===== config.mk =====
export PLATFORM = sky130hd
export DESIGN_NAME = tree_router_buffered
export DESIGN_NICKNAME = d
export VERILOG_FILES = /design/src/rtl/tree_router_buffered.sv
export SDC_FILE = /design/constraint.sdc
export NUM_CORES = 1
export LEC_CHECK = 0
export ABC_AREA = 1
export CORE_MARGIN = 2
export CORE_UTILIZATION = 57
export DETAILED_ROUTE_END_ITERATION = 10
export HOLD_SLACK_MARGIN = 0.12
export MAX_ROUTING_LAYER = met4
export PLACE_DENSITY_LB_ADDON = 0.25
export REMOVE_ABC_BUFFERS = 1
export SLEW_MARGIN = 20
export SYNTH_ARGS = -nofsm -noshare
export SYNTH_HDL_FRONTEND = slang
export SYNTH_SLANG_ARGS = --single-unit

===== constraint.sdc =====
create_clock -name clk -period 3.1 [get_ports clk]
set_input_delay 0.31 -clock clk [delete_from_list [all_inputs] [get_ports clk]]
set_output_delay 0.31 -clock clk [all_outputs]
set_load 0.1 [all_outputs]

===== src/rtl/tree_router_buffered.sv =====
// tree_router_buffered: 3-port binary-tree NoC router (children C1, C2 and parent P).
// Every input has a DEPTH-entry FIFO. Every output has a registered stage fed by a 2-way
// round-robin arbiter. Flits carry the destination in their top ADDR_W bits and even parity
// in bit 0. Flits leaving on C1/C2 can be parity-checked.
//
// Ports
//   clk, rst_n                       clock, asynchronous active-low reset
//   {c1,c2,p}_in_valid/data/ready    input handshakes; ready = FIFO not full
//   {c1,c2,p}_out_valid/data/ready   output handshakes; valid = output register occupied
//   err_c1, err_c2                   1-cycle pulse after a C1/C2 output transfer with bad parity
//   err_cnt                          saturating parity error count
//   err_clr                          synchronous clear of err_cnt
module tree_router_buffered #(
  parameter int unsigned       DATA_W       = 9,
  parameter int unsigned       ADDR_W       = 4,
  parameter logic [ADDR_W-1:0] ADDRESS      = '0,
  parameter int unsigned       PREFIX_LEN   = 0,
  parameter int unsigned       DEPTH        = 4,
  parameter bit                CHECK_PARITY = 1'b1,
  parameter int unsigned       CNT_W        = 8
) (
  input  logic              clk,
  input  logic              rst_n,
  input  logic              c1_in_valid,
  input  logic [DATA_W-1:0] c1_in_data,
  output logic              c1_in_ready,
  input  logic              c2_in_valid,
  input  logic [DATA_W-1:0] c2_in_data,
  output logic              c2_in_ready,
  input  logic              p_in_valid,
  input  logic [DATA_W-1:0] p_in_data,
  output logic              p_in_ready,
  output logic              c1_out_valid,
  output logic [DATA_W-1:0] c1_out_data,
  input  logic              c1_out_ready,
  output logic              c2_out_valid,
  output logic [DATA_W-1:0] c2_out_data,
  input  logic              c2_out_ready,
  output logic              p_out_valid,
  output logic [DATA_W-1:0] p_out_data,
  input  logic              p_out_ready,
  output logic              err_c1,
  output logic              err_c2,
  output logic [CNT_W-1:0]  err_cnt,
  input  logic              err_clr
);

  localparam int unsigned       AW         = $clog2(DEPTH);
  localparam logic [AW:0]       FullCnt    = (AW+1)'(DEPTH);
  localparam logic [AW:0]       CntOne     = (AW+1)'(1);
  localparam logic [AW-1:0]     PtrOne     = AW'(1);
  // Only the top PREFIX_LEN address bits take part in the subtree match.
  localparam logic [ADDR_W-1:0] PrefixMask = ~({ADDR_W{1'b1}} >> PREFIX_LEN);
  localparam int unsigned       SelIdx     = ADDR_W - 1 - PREFIX_LEN;

  // Index 0 = C1, 1 = C2, 2 = P for both inputs and outputs.
  logic [2:0]        in_valid, in_ready, push, pop, nonempty;
  logic [DATA_W-1:0] in_data [3];
  logic [DATA_W-1:0] head    [3];
  logic [2:0]        out_valid, out_ready;
  logic [DATA_W-1:0] out_data [3];
  logic [2:0][2:0]   gnt;     // gnt[output][input]
  logic [2:0]        req [3]; // req[input][output]
  logic [ADDR_W-1:0] dest [3];
  logic [2:0]        match;

  assign in_valid   = {p_in_valid, c2_in_valid, c1_in_valid};
  assign in_data[0] = c1_in_data;
  assign in_data[1] = c2_in_data;
  assign in_data[2] = p_in_data;
  assign out_ready  = {p_out_ready, c2_out_ready, c1_out_ready};

  assign c1_in_ready = in_ready[0];
  assign c2_in_ready = in_ready[1];
  assign p_in_ready  = in_ready[2];

  // Input FIFOs
  for (genvar g = 0; g < 3; g++) begin : gen_fifo
    logic [DATA_W-1:0] mem_q [DEPTH];
    logic [AW-1:0]     rd_q, wr_q;
    logic [AW:0]       cnt_q;

    assign in_ready[g] = (cnt_q != FullCnt);
    assign nonempty[g] = (cnt_q != '0);
    assign push[g]     = in_valid[g] & in_ready[g];
    assign head[g]     = mem_q[rd_q];

    always_ff @(posedge clk or negedge rst_n) begin
      if (!rst_n) begin
        rd_q  <= '0;
        wr_q  <= '0;
        cnt_q <= '0;
      end else begin
        if (push[g]) wr_q <= wr_q + PtrOne;
        if (pop[g])  rd_q <= rd_q + PtrOne;
        if (push[g] && !pop[g]) begin
          cnt_q <= cnt_q + CntOne;
        end else if (!push[g] && pop[g]) begin
          cnt_q <= cnt_q - CntOne;
        end
      end
    end

    // Storage needs no reset: the emptied count hides stale entries.
    always_ff @(posedge clk) begin
      if (push[g]) mem_q[wr_q] <= in_data[g];
    end
  end

  // Route decision on each FIFO head, one-hot over outputs.
  always_comb begin
    for (int i = 0; i < 3; i++) begin
      dest[i]  = head[i][DATA_W-1 -: ADDR_W];
      match[i] = ((dest[i] ^ ADDRESS) & PrefixMask) == '0;
    end
    req[0] = '0;
    req[1] = '0;
    req[2] = '0;
    if (nonempty[0]) req[0] = match[0] ? 3'b010 : 3'b100;
    if (nonempty[1]) req[1] = match[1] ? 3'b001 : 3'b100;
    if (nonempty[2]) req[2] = dest[2][SelIdx] ? 3'b010 : 3'b001;
  end

  // Output stages: src0/src1 are the two inputs that can reach this output.
  for (genvar o = 0; o < 3; o++) begin : gen_out
    localparam int unsigned S0 = (o == 0) ? 1 : 0;
    localparam int unsigned S1 = (o == 2) ? 1 : 2;

    logic              last_q, vld_q;
    logic [DATA_W-1:0] data_q;
    logic              r0, r1, load, g0, g1;

    assign r0   = req[S0][o];
    assign r1   = req[S1][o];
    assign load = !vld_q || out_ready[o];
    // last_q = 0 favours src1 on contention, last_q = 1 favours src0.
    assign g0   = load & r0 & (!r1 | last_q);
    assign g1   = load & r1 & (!r0 | !last_q);
    assign gnt[o] = ({2'b00, g0} << S0) | ({2'b00, g1} << S1);

    always_ff @(posedge clk or negedge rst_n) begin
      if (!rst_n) begin
        last_q <= 1'b0;
        vld_q  <= 1'b0;
        data_q <= '0;
      end else if (load) begin
        vld_q <= g0 | g1;
        if (g0 || g1) data_q <= g0 ? head[S0] : head[S1];
        if (r0 && r1) last_q <= !last_q;
      end
    end

    assign out_valid[o] = vld_q;
    assign out_data[o]  = data_q;
  end

  assign pop = gnt[0] | gnt[1] | gnt[2];

  assign c1_out_valid = out_valid[0];
  assign c1_out_data  = out_data[0];
  assign c2_out_valid = out_valid[1];
  assign c2_out_data  = out_data[1];
  assign p_out_valid  = out_valid[2];
  assign p_out_data   = out_data[2];

  // Parity check on completed child-bound transfers.
  logic [1:0]       perr;
  logic             err_c1_q, err_c2_q;
  logic [CNT_W-1:0] err_cnt_q, err_cnt_d;
  logic [CNT_W:0]   err_sum;

  always_comb begin
    for (int o = 0; o < 2; o++) begin
      perr[o] = CHECK_PARITY && out_valid[o] && out_ready[o] &&
                ((^out_data[o][DATA_W-1:1]) != out_data[o][0]);
    end
    // Clear and new errors on the same edge leave only the new errors.
    err_sum   = {1'b0, (err_clr ? '0 : err_cnt_q)} + (CNT_W+1)'(perr[0]) +
                (CNT_W+1)'(perr[1]);
    err_cnt_d = err_sum[CNT_W] ? '1 : err_sum[CNT_W-1:0];
  end

  always_ff @(posedge clk or negedge rst_n) begin
    if (!rst_n) begin
      err_c1_q  <= 1'b0;
      err_c2_q  <= 1'b0;
      err_cnt_q <= '0;
    end else begin
      err_c1_q  <= perr[0];
      err_c2_q  <= perr[1];
      err_cnt_q <= err_cnt_d;
    end
  end

  assign err_c1  = err_c1_q;
  assign err_c2  = err_c2_q;
  assign err_cnt = err_cnt_q;

endmodule


# == After elaboration in Yosys (flattened, before gate mapping) ==
# Memories as Yosys holds them, arrays and structs flattened.
# Cells that the tools add are included.
# Widths: inputs -> output; s select.
# op_classes
addsub,14
multipliers,0
div,0
order_cmp,0
eq_ne,5
shifts,0
muxes,21
bitwise,29
n_reduce_logical,51
# ops
operator,count
$mux 9,3
$mux 3,6
$logic_not 1->1,16
$mux 8,2
$reduce_xor 8->1,2
$and 1x1->1,13
$add 2x1->2 const B,6
$logic_and 1x1->1,12
$reduce_and 2->1,6
$add 3x1->3 const B,3
$add 8x1->9,1
$add 9x1->9,1
$ne 3x3->1 const B,3
$or 1x1->1,9
$reduce_bool 3->1,3
$sub 3x1->3 const B,3
$mux 1,7
$logic_or 1x1->1,6
$mux 2,3
$reduce_bool 2->1,3
$or 1x3->3,1
$or 2x3->3,1
$or 3x2->3,1
$or 3x3->3,1
other kinds (5),8
# totals
reg_bits,64
latchBits,0
mem_bits_rw,108
mem_bits_ro,0
input_bits,36
out_inout_bits,43
wordCells,144
mem_count,3
# mem_list
memory,words,word_bits,rd,rd_ports_with_merged_regs,write_ports,line,source
gen_fifo[0].mem_q,4,9,1,0,1,79,logic [DATA_W-1:0] mem_q [DEPTH];
gen_fifo[1].mem_q,4,9,1,0,1,79,
gen_fifo[2].mem_q,4,9,1,0,1,79,

# == Logic depth before layout (Yosys ltp) ==
# An unclocked memory read counts as a cell.
# logic_depth
ltp_word,12
depth_mapped,15
mapped_depth_nobuf,15

# == Worst setup path before layout ==
# OpenSTA, ideal clock, no wires.
# synth_timing
path_type,flip-flop to flip-flop
from,register gen_out[0].data_q[4] (netlist: c1_out_data[4])
to,register err_cnt_q[3] (netlist: err_cnt[3])
setup_time_ns,0.165
t_arrival_ns,2.774
required_time_ns,2.935
slack_ns,0.161
stages_incl_launch_ff,15
n_path_buf,0
period_less_slack_ns,2.939
path_cell_list,dfrtp_1 > nor2_1 > nor2_1 > nand2_1 > nand3_1 > nand2_1 > nand2_1 > a21oi_1 > fa_1 > ha_1 > nand4_1 > inv_1 > nand3_1 > nand3b_1 > o211ai_1
# synth_between
elab_chain_cells,6
# synth_lines
element,line,source
start: declaration,130,logic [DATA_W-1:0] data_q;
start signal: assignment,148,if (g0 || g1) data_q <= g0 ? head[S0] : head[S1];
$reduce_xor 8->1,175,((^out_data[o][DATA_W-1:1]) != out_data[o][0]);
$ne 1x1->1,175,
$logic_and 1x1->1,174,perr[o] = CHECK_PARITY && out_valid[o] && out_ready[o] &&
via perr[0],167,logic [1:0] perr;
$add 8x1->9,178,"err_sum = {1'b0, (err_clr ? '0 : err_cnt_q)} + (CNT_W+1)'(perr[0]) +"
$add 9x1->9,178,
$mux 8,180,err_cnt_d = err_sum[CNT_W] ? '1 : err_sum[CNT_W-1:0];
via err_cnt_d[3],169,"logic [CNT_W-1:0] err_cnt_q, err_cnt_d;"
end signal: assignment,191,err_cnt_q <= err_cnt_d;
end: declaration,169,
# The timed path passes the listed nets, and every way through them passes these cells.
# A chain may end at the register's enable or synchronous reset.

# == Final worst setup path ==
# Ends and elaborated chain as after synthesis.

==> flow_summary.ini <==
[clock_tree]
cts_setup_buffers = 0
cts.sinks = 161
htree_levels = 4
clk_root_buffer_cell = clkbuf_16
cts_buffer_depth = 2
cts_inserted_buffers = 17
cts_hold_buf = 1
clk_pin_slew_ps = 60
cts.repair.resized = 0
cts_tree = done
clk_latency_ps = 430

[synthesis]
ys_ff_latch = 161
asyncSetResetFlopFracSynth_pct = 32.9
synth_top_area_share_pct = 44.0
synth_commonest_cells = nand2_1, edfxtp_1, nand3_1, inv_1, nor2_1
synth-edff-count = 108
synth_area_leader_cell = edfxtp_1
synth_cells = 729
synthDistinctLibCells = 29
ys_seq_area_share_pct = 62.0
yosys_warnings = 0
synth_flop_cell = edfxtp_1
syn_avg_cell_area_sq_um = 10.1
synthTopCellsByArea = edfxtp_1, dfrtp_1, nand2_1, nand3_1, inv_1
synthesis.area_sq_mm = 0.00737
synth_most_common_cell = nand2_1

[floorplanning]
die_h_microns = 118
pin_count = 79
dieArea_sq_mm = 0.0139
rows = 41
die_w_microns = 118
core_area_sq_mm = 0.0126
start_util_pct = 58.4

[grt]
antenna_found_initial = 0
grt_max_degree = 33
globalRouteTotalUtil_pct = 23.9
grt_pass1_wl_microns = 25100
gr-total-overflow = 0
grt_pass1_vias = 5134

[finish]
nets = 856
drive_above_1_share_pct = 7.75
final-instance-count-excl-fill = 985
n_fill_cell = 955
fin_area_sq_mm = 0.00863
seqCellArea_sq_mm = 0.00457
diodes = 0
flow.area_growth_from_synthesis_pct = 17.1
multiInputGateArea_sq_mm = 0.00235

[worst_setup_path]
crit_chain = xnor2_1 > nand2_1 > nand3b_1 > nand3_1 > a21oi_1 > fa_1 > ha_1 > nand4_1 > inv_1 > nand3_1 > nand3b_1 > o211ai_1
crit_type = register to register
crit_path_max_incr_delay_ps = 430
startpoint_type = register
timing.rr.start = c1_out_data[4]$_DFFE_PN0P_
crit_slowest_cell = dfrtp_1
worstSetupEndpointType = register
crit_required_ps = 3440
crit_fanout = 7
setup.worst_path.start = c1_out_data[4]$_DFFE_PN0P_
worstPathArrival_ps = 3070

[sta]
finalSetupTns_ps = 0
tightest_slew_ps = 971
hold_violations = 0
fmax_mhz = 366
fin_ws_ps = 365
rsz0062_at_grt = false
slew_violations = 0
finalCritPeriodShare_pct = 88.2
finalSetupViolations = 0
min_period_ps = 2740
slew-limit-headroom_pct = 35.0
skew_ps = 9.29

[drt]
dr.pass1.iters = 4
finalWirelength_microns = 15100
post_drt_wl_per_cell_microns = 15.4
drt_iter0_markers = 340
ant_nets = 0
num_vias = 5113
route.detailed.drc = 0
viasPerCell = 5.19

[status]
status = finished clean

[placed_design]
hpwl_microns = 10400
place.gp.congestion = 0.809
dpl-instance-area_sq_mm = 0.00810
place.port_buffers = 67
dp_cells = 952
dp_slack_ps = 386

[job]
drv_cap = 0

[hold_path]
min_path_type = primary input to async pin
==> final timing paths <==
| kind | depth (start not counted) | slack [ps] | to |
|---|---|---|---|
| worst min-delay path | 2 | 400 | c1_out_data[6]$_DFFE_PN0P_ |
| min in group clk | 1 | 510 | gen_fifo[1].mem_q[0][3]$_DFFE_PP_ |
| worst min register to register | 2 | 530 | gen_out[0].last_q$_DFFE_PN0P_ |
| max in group asynchronous | 3 | 1860 | gen_fifo[1].cnt_q[0]$_DFFE_PN0P_ |
| worst max register to register | 12 | 360 | err_cnt[3]$_DFF_PN0_ |
| worst max-delay path | 12 | 360 | err_cnt[3]$_DFF_PN0_ |
==> metrics by stage <==
step	utilization (%)	hold WS, ps
floorplan	-	14.4
global placement	64.2	326
detailed placement	64.2	330
CTS	68.4	424
global route	68.4	455
finish	68.4	405
==> critical path, delay by kind of cell (launching register included) <==
family / cells / cell delay [ps]
adder cells (fa/ha/maj): 2 / 470
AO/OA/AOI/OAI: 2 / 540
buffers and inverters: 1 / 80
XOR/XNOR: 1 / 280
AND/OR/NAND/NOR: 6 / 860
flip-flops: 1 / 430
==> flip-flops by register name, summed over array words and instances, names as in the netlist, 2 cells and up <==
register / count
c1_out_data: 9
c2_out_data: 9
err_cnt: 8
gen_fifo.cnt_q: 9
gen_fifo.mem_q: 108
gen_fifo.rd_q: 6
gen_fifo.wr_q: 6
gen_out.last_q: 2
==> logic make-up after synthesis <==
group                    share of synthesized area, %
AO/OA/AOI/OAI                                    3.75
XOR/XNOR                                         2.38
adder cells (fa/ha/maj)                          3.80
buffers and inverters                            6.60
flip-flops                                       62.0
other                                          0.0509
AND/OR/NAND/NOR                                  21.4
==> area by class of cell <==
cell class | instances | area share (%)
Sequential cell | 161 | 53.0
Multi-Input combinational cell | 465 | 27.2
Clock inverter | 5 | 0.363
Inverter | 82 | 3.57
Tap cell | 172 | 2.49
Timing Repair Buffer | 73 | 7.80
Clock buffer | 27 | 5.60
==> cells in the final DEF, fill, tap and decap left out, drive strengths merged, types with 2 or more instances in the layout <==
cell type	synthesis	routed
nand2	198	198
conb	1	10
clkinv	2	6
nand4	5	5
xnor2	11	11
dfrtp	53	53
fa	4	4
clkdlybuf4s50	0	50
buf	22	22
a21oi	16	16
inv	80	80
ha	16	16
edfxtp	108	108
xor2	9	9
nand3b	4	4
clkbuf	8	27
o21ai	35	35
nand3	95	95
o211ai	2	2
nor2	58	58
==> layer usage <==
layer	routed length, microns	part of all wire, %	GRT usage, %	vias to the layer above
met4	337	2.2	9.34	0
met3	845	5.6	5.43	24
met1	6370	42	28.6	2425
met5	0	0	-	-
met2	7590	50	39.7	149
li1	-	-	-	2515
Power is left out: the tool's default activity adds up to more than one toggle a clock period on the data nets, which glitch-free logic cannot reach.
